### config.mk
export PLATFORM = sky130hd
export DESIGN_NAME = johnson_seq_ctrl
export DESIGN_NICKNAME = d
export VERILOG_FILES = /design/src/rtl/johnson_seq_ctrl.sv
export SDC_FILE = /design/constraint.sdc
export NUM_CORES = 1
export LEC_CHECK = 0
export BUFFER_PORTS_ARGS = -buffer_cell sky130_fd_sc_hd__buf_2
export CELL_PAD_IN_SITES_DETAIL_PLACEMENT = 1
export CELL_PAD_IN_SITES_GLOBAL_PLACEMENT = 1
export CORE_MARGIN = 1.5
export CORE_UTILIZATION = 35
export DETAILED_ROUTE_END_ITERATION = 12
export GPL_ROUTABILITY_DRIVEN = 0
export GPL_TIMING_DRIVEN = 0
export PLACE_DENSITY = 0.74
export SETUP_SLACK_MARGIN = 0.05
export SLEW_MARGIN = 10
export SYNTH_ARGS = -nofsm -noshare
export SYNTH_HDL_FRONTEND = slang
export SYNTH_SLANG_ARGS = --single-unit
### constraint.sdc
create_clock -name clk -period 3.6 [get_ports clk]
set_input_delay 0.72 -clock clk [delete_from_list [all_inputs] [get_ports clk]]
set_output_delay 0.72 -clock clk [all_outputs]
set_load 0.005 [all_outputs]
### src/rtl/johnson_seq_ctrl.sv
// Run controller for a pipelined Johnson phase generator.
// A start command loads a rotation count. Each rotation steps an N-bit Johnson counter
// through 2N phases. Every phase is emitted through a STAGES-deep pipeline with a valid flag.
// The run can be stalled with hold or ended early with abort, and finishes with a done pulse.
// Optional macro JSC_ONEHOT_EN adds the phase_onehot output, a one-hot decode of phase_idx.
module johnson_seq_ctrl #(
   parameter int unsigned N      = 4,
   parameter int unsigned STAGES = 2,
   parameter int unsigned CNT_W  = 8
) (
   input  logic                      clk,
   input  logic                      reset,
   input  logic                      start,
   input  logic [CNT_W-1:0]          rotations,
   input  logic                      hold,
   input  logic                      abort,
   output logic                      busy,
   output logic                      phase_valid,
   output logic [N-1:0]              phase_q,
   output logic [$clog2(2*N)-1:0]    phase_idx,
   output logic                      wrap,
   output logic                      done,
   output logic                      aborted
`ifdef JSC_ONEHOT_EN
   ,
   output logic [2*N-1:0]            phase_onehot
`endif
);

   localparam int unsigned PW = $clog2(2*N);
   localparam int unsigned DW = $clog2(STAGES + 1);
   localparam logic [PW-1:0] LastIdx   = PW'(2*N - 1);
   localparam logic [DW-1:0] DrainLast = DW'(STAGES);

   typedef enum logic [1:0] {StIdle, StRun, StDrain} state_e;

   state_e           state_q, state_d;
   logic [N-1:0]     js_q, js_d;
   logic [PW-1:0]    idx_q, idx_d;
   logic [CNT_W-1:0] rem_q, rem_d;
   logic             abort_flag_q, abort_flag_d;
   logic [DW-1:0]    drain_q, drain_d;
   logic             emit_valid;
   logic             emit_wrap;

   // Output pipeline. Slot 0 is loaded from the FSM and slot STAGES-1 drives the outputs.
   logic             pv_q    [STAGES];
   logic [N-1:0]     pph_q   [STAGES];
   logic [PW-1:0]    pidx_q  [STAGES];
   logic             pwrap_q [STAGES];

`ifdef JSC_ONEHOT_EN
   localparam logic [2*N-1:0] OhOne = {{(2*N-1){1'b0}}, 1'b1};
   logic [2*N-1:0]   poh_q   [STAGES];
   logic [2*N-1:0]   oh_in;
`else
   // No one-hot decode in this build.
`endif

   // Control state register
   always_ff @(posedge clk or posedge reset) begin
      if (reset) begin
         state_q      <= StIdle;
         js_q         <= '0;
         idx_q        <= '0;
         rem_q        <= '0;
         abort_flag_q <= 1'b0;
         drain_q      <= '0;
      end else begin
         state_q      <= state_d;
         js_q         <= js_d;
         idx_q        <= idx_d;
         rem_q        <= rem_d;
         abort_flag_q <= abort_flag_d;
         drain_q      <= drain_d;
      end
   end

   // Next-state logic: abort beats hold, hold beats phase advance
   always_comb begin
      state_d      = state_q;
      js_d         = js_q;
      idx_d        = idx_q;
      rem_d        = rem_q;
      abort_flag_d = abort_flag_q;
      drain_d      = drain_q;
      emit_valid   = 1'b0;
      emit_wrap    = (idx_q == LastIdx);
      unique case (state_q)
         StIdle: begin
            // A start with a zero count is dropped silently.
            if (start && (rotations != '0)) begin
               rem_d        = rotations;
               abort_flag_d = 1'b0;
               drain_d      = '0;
               state_d      = StRun;
            end
         end
         StRun: begin
            if (abort) begin
               js_d         = '0;
               idx_d        = '0;
               abort_flag_d = 1'b1;
               drain_d      = '0;
               state_d      = StDrain;
            end else if (!hold) begin
               emit_valid = 1'b1;
               js_d       = {~js_q[0], js_q[N-1:1]};
               idx_d      = emit_wrap ? '0 : idx_q + 1'b1;
               if (emit_wrap) begin
                  rem_d = rem_q - 1'b1;
                  if (rem_q == CNT_W'(1)) begin
                     js_d    = '0;
                     idx_d   = '0;
                     drain_d = '0;
                     state_d = StDrain;
                  end
               end
            end
         end
         StDrain: begin
            // STAGES shift cycles empty the pipeline, then one extra cycle carries done.
            if (drain_q == DrainLast) begin
               abort_flag_d = 1'b0;
               drain_d      = '0;
               state_d      = StIdle;
            end else begin
               drain_d = drain_q + 1'b1;
            end
         end
         default: state_d = StIdle;
      endcase
   end

`ifdef JSC_ONEHOT_EN
   // One-hot decode of the emitted index, zero on bubbles
   always_comb begin
      oh_in = '0;
      if (emit_valid) begin
         oh_in = OhOne << idx_q;
      end
   end
`endif

   // Free-running output pipeline; bubbles carry zero data
   always_ff @(posedge clk or posedge reset) begin
      if (reset) begin
         for (int s = 0; s < STAGES; s++) begin
            pv_q[s]    <= 1'b0;
            pph_q[s]   <= '0;
            pidx_q[s]  <= '0;
            pwrap_q[s] <= 1'b0;
`ifdef JSC_ONEHOT_EN
            poh_q[s]   <= '0;
`endif
         end
      end else begin
         pv_q[0]    <= emit_valid;
         pph_q[0]   <= emit_valid ? js_q : '0;
         pidx_q[0]  <= emit_valid ? idx_q : '0;
         pwrap_q[0] <= emit_valid & emit_wrap;
`ifdef JSC_ONEHOT_EN
         poh_q[0]   <= oh_in;
`endif
         for (int s = 1; s < STAGES; s++) begin
            pv_q[s]    <= pv_q[s-1];
            pph_q[s]   <= pph_q[s-1];
            pidx_q[s]  <= pidx_q[s-1];
            pwrap_q[s] <= pwrap_q[s-1];
`ifdef JSC_ONEHOT_EN
            poh_q[s]   <= poh_q[s-1];
`endif
         end
      end
   end

   assign busy        = (state_q != StIdle);
   assign done        = (state_q == StDrain) && (drain_q == DrainLast);
   assign aborted     = done & abort_flag_q;
   assign phase_valid = pv_q[STAGES-1];
   assign phase_q     = pph_q[STAGES-1];
   assign phase_idx   = pidx_q[STAGES-1];
   assign wrap        = pwrap_q[STAGES-1];
`ifdef JSC_ONEHOT_EN
   assign phase_onehot = poh_q[STAGES-1];
`endif

endmodule
Yosys cells after proc, flatten, opt, wreduce, memory -nomap -nowiden
Cells that the tools add are included.
{ "word_totals": {"elab_cells": 84, "reg_bits": 38} }
{ "op_classes": {"n_reduce_logical": 12, "bitwise_logic": 3, "mux": 37, "eq_ne": 15, "addsub": 3} }
{ "ops": {"columns": ["op", "n"], "rows": [
  ["$mux W8", 4],
  ["$mux W2", 12],
  ["$mux W4", 5],
  ["$mux W3", 6],
  ["$pmux W8 S2", 1],
  ["$reduce_and A5 Y1", 3],
  ["$ne A2 B2 Y1 const B", 6],
  ["$pmux W2 S3", 2],
  ["$ne A3 B3 Y1 const B", 3],
  ["$eq A8 B1 Y1 const B", 1],
  ["$reduce_bool A8 Y1", 1],
  ["$sub A8 B1 Y8 const B", 1],
  ["$mux W1", 6],
  ["$eq A2 B2 Y1 const B", 2],
  ["$reduce_and A4 Y1", 1],
  ["$reduce_bool A2 Y1", 2],
  ["$add A3 B1 Y3 const B", 1],
  ["$eq A3 B3 Y1 const B", 1],
  ["$pmux W1 S3", 1],
  ["$reduce_bool A3 Y1", 1],
  ["$add A2 B1 Y2 const B", 1],
  ["$and A1 B1 Y1", 2],
  ["$eq A2 B1 Y1 const B", 1],
  ["$logic_and A1 B1 Y1", 2],
  ["4 further kinds", 4]
]} }

Depth between registers and ports, before layout
{ "depth": {"depth_word": 6, "ltp_mapped": 7, "mapped_depth_nobuf": 6} }

Worst setup path after synthesis
Ideal clock, no wire load.
{ "synth_path": {"path_type": "in2reg", "startpoint": "in rotations[6]", "endpoint": "reg rem_q[5]", "slack_ns": 1.606, "n_path_buf": 1, "required_ns": 3.482, "setup_time_ns": 0.118, "path_stages": 5, "arrival_ns": 1.875, "path_cell_list": "or4_1 -> o211ai_2 -> buf_6 -> a22oi_2 -> o2bb2a_4"} }
{ "synth_between": {"elab_chain_len": 4} }
{ "synth_rtl": {"columns": ["element", "line_no", "source"], "rows": [
  ["start, declared", "14", "input logic [CNT_W-1:0] rotations,"],
  ["$reduce_bool A8 Y1", "92", "if (start && (rotations != '0)) begin"],
  ["$logic_and A1 B1 Y1", "92", null],
  ["$ne A2 B2 Y1 (no line)", null, null],
  ["$reduce_and A5 Y1 (no line)", null, null],
  ["end signal, assigned", "73", "rem_q <= rem_d;"],
  ["end, declared", "40", "logic [CNT_W-1:0] rem_q, rem_d;"]
]} }
No other way between the ends.
A chain may end at the register's enable or synchronous reset.

Worst setup path after layout
{ "layout_path": {"startpoint": "reg state_q[1]", "endpoint": "out aborted"} }
{ "layout_between": {"elab_chain_len": 3} }
{ "layout_rtl": {"columns": ["element", "line_no", "source"], "rows": [
  ["start, declared", "37", "state_e state_q, state_d;"],
  ["start signal, assigned", "63", "state_q <= StIdle;"],
  ["start signal, assigned", "70", "state_q <= state_d;"],
  ["$eq A2 B2 Y1", "178", "assign done = (state_q == StDrain) && (drain_q == DrainLast);"],
  ["$logic_and A1 B1 Y1", "178", null],
  ["$and A1 B1 Y1", "179", "assign aborted = done & abort_flag_q;"],
  ["end, declared", "23", "output logic aborted"]
]} }
No other way between the ends.

==> impl_metrics.json <==
{
  "status": "complete, no violations",
  "avgSynthCellArea_sq_um": 11.17,
  "hold_violations": 0,
  "min_to": "phase_idx[1]",
  "drive_gt1_share_pct": 30.26,
  "arrival_ns": 1.40,
  "cts_tree": "built",
  "core_area_sq_um": 5075,
  "power.leakage_nw": 1.030,
  "finalHoldWorstSlack_ns": 0.3490,
  "initial_core_util_pct": 35.87,
  "path_cells": "clkbuf_8 -> inv_1 -> nor3_1 -> and2_1 -> buf_2",
  "skew_ns": 0.007149,
  "ys_async_sr_fraction_pct": 100.0,
  "synth_cells": 163,
  "synthMuxAreaShare_pct": 0.5498,
  "post_drt_wl_per_cell_um": 13.91,
  "drtAntennaViolNets": 0,
  "synth_cell_types": 45,
  "synth_top_area_share_pct": 52.23,
  "finalMaxSlewViolations": 0,
  "track_usage_pct": 15.61,
  "synth_edf_count": 0,
  "nets": 211,
  "postCtsSetupRepairBufs": 0,
  "max_stage_delay_ns": 0.38,
  "dp_slack_ns": 1.372,
  "peakVddDrop_mv": 0.2641,
  "cts_buffer_depth": 2,
  "path_buf_inv": 3,
  "reg2reg_to": "rem_q[6]",
  "antenna_found_initial": 0,
  "cts-buffers-inserted": 5,
  "clk_pin_slew_ns": 0.08,
  "fp.dieH_um": 75.12,
  "reg2reg_setup_slack_ns": 1.64,
  "synth-seq-cells": 38,
  "rsz0062_at_grt": "false",
  "synth-compound-area-share_pct": 19.38,
  "ioPinCount": 25,
  "syn_to_final_growth_pct": 16.63,
  "rows": 26,
  "viasPerCell": 5.019,
  "route.final.wire_length_mm": 3.686,
  "cts.sinks": 38,
  "slowest_stage": "dfrtp_1",
  "yosys_warnings": 0,
  "top_usage_layer": "met2",
  "ys_seq_area_share_pct": 52.23,
  "hold_path.startpoint": "pidx_q[4]",
  "synth_nets": 180,
  "hold_path.class": "flip-flop to flip-flop",
  "drt-initial-drc-count": 35,
  "reg2reg_from": "rem_q[0]",
  "grt_use_met2_pct": 25.57,
  "dp_hpwl_mm": 2.643,
  "htreeDepth": 2,
  "worst_slew_pin_slew_ns": 0.8139,
  "synth_area_leaders": "dfrtp_1 52%, buf_4 3.7%, o2bb2a_4 3.3%",
  "cellPowerDensity_nw_per_um2": 684.1,
  "fp.dieW_um": 75.12,
  "r2r_cells": 6,
  "synth_xor_xnor_area_share_pct": 0.4811,
  "timing.fmax_mhz": 472.7,
  "crit_path_end_kind": "primary output",
  "required_ns": 2.88,
  "ctsResizeCount": 0,
  "worstSetupStartpointType": "flip-flop",
  "final_area_sq_um": 2123,
  "critical_path.top_delay_family": "flip-flops",
  "hold_buffers": 0,
  "worstPathMaxFanout": 10,
  "hold_depth": 0,
  "synthSimpleGateAreaFrac_pct": 17.04,
  "synth_flop_cell": "dfrtp_1",
  "portBuffers": 24,
  "grt.overflow.total": 0,
  "grt_pass1_vias": 1361,
  "synth_adder_area_share_pct": 2.749,
  "grt_max_degree": 39,
  "syn-cell-area_sq_um": 1820,
  "root_buffer": "clkbuf_8",
  "worst-setup-path-type": "flip-flop to primary output",
  "synth_top_family_by_area": "compound AO/OA/AOI/OAI gates",
  "dieArea_sq_um": 5643,
  "met1_usage_pct": 20.07,
  "maxCapViolCount": 0,
  "setup_ws_ns": 1.484,
  "place_area_sq_um": 2028,
  "yosysTopAreaCell": "dfrtp_1",
  "grt_pass1_wl_mm": 6.506,
  "slew_headroom_pct": 45.66,
  "firstDrtPassIters": 4,
  "fin_crit_sh_pct": 58.77,
  "fill_cells": 595,
  "tns_ns": 0,
  "antenna_cells": 0,
  "finalSetupViolations": 0,
  "clock_latency_ns": 0.29,
  "met3_usage_pct": 3.614,
  "period_needed_ns": 2.116,
  "drt_drc_violations_left": 0,
  "vias": 1330
}
## cells by family (layout without fill, tap and decap cells)
logic type	after synthesis	after routing
flip-flops	38	38
AND/OR/NAND/NOR	56	56
multiplexers	1	1
XOR/XNOR	1	1
buffers and inverters	21	53
adder cells (fa/ha/maj)	4	4
AO/OA/AOI/OAI	42	42
## state kept, by name (all words and copies together), names as in the netlist, 2 cells and up
name       flops
idx_q          3
pph_q          4
js_q           4
state_q        2
phase_q        4
phase_idx      3
drain_q        2
rem_q          8
pidx_q         3
## cells in the final DEF, fill, tap and decap left out, types with 6 or more instances in the layout
cell / synthesis / final
buf_2: 0 / 24
and2_1: 9 / 9
nand2_1: 16 / 16
clkbuf_8: 1 / 7
inv_1: 7 / 6
buf_4: 9 / 9
a22o_1: 6 / 6
o21ai_0: 6 / 6
nor2_1: 9 / 9
dfrtp_1: 38 / 38
a31oi_1: 6 / 6
## stage by stage
step	total power, W	util (%)	instances
3_5_place_dp	0.001157	39.97	257
5_1_grt	0.001568	41.84	265
2_1_floorplan	0.001024	-	163
3_3_place_gp	0.001139	39.97	257
4_1_cts	0.001474	41.84	265
6_report	0.001453	41.84	265
## power by group
group | switching, W | internal, W
clock | 0.000154 | 0.000154
sequential | 0.000105 | 0.000526
combinational | 0.000265 | 0.000248
total | 0.000524 | 0.000928
## worst max path at each step
stage / from / endpoint / slack [ns] / cells past startpoint
finish: state_q[1] / aborted / 1.48 / 5
detailed placement: rotations[6] / rem_q[0] / 1.37 / 5
global placement: rotations[6] / rem_q[0] / 1.36 / 5
CTS: state_q[1] / aborted / 1.46 / 5
global route: state_q[1] / aborted / 1.40 / 5
floorplan: rotations[6] / rem_q[5] / 1.61 / 5
## synthesized netlist by cell type, types with 3 or more instances
master and n:
nor2_1 9, nand2b_1 3, a21oi_1 4, o21ai_0 6
dfrtp_1 38, o22ai_1 3, nand2_1 16, and2_1 9
ha_1 4, a22o_1 6, inv_1 7, nor3_1 4
o2bb2a_4 3, a31oi_1 6, buf_4 9, nor4_1 3
## area by class of cell
type / instances / area, sq um / share of cell area (%)
timing repair buffer: 24 / 120.1 / 5.657
buffer: 14 / 111.4 / 5.245
tap: 70 / 87.58 / 4.125
clock buffer: 6 / 82.58 / 3.889
clock inverter: 2 / 12.51 / 0.5893
inverter: 7 / 26.28 / 1.237
sequential: 38 / 950.9 / 44.78
multi-input combinational: 104 / 732.0 / 34.47
## routing by layer
layer  up-vias  part of all wire, %
met5         -                    0
met4         0                  1.7
met3         7                  3.4
met2        25                   47
met1       665                   48
li1        633                    -
Note: power is estimated with default switching activity, not from simulation.
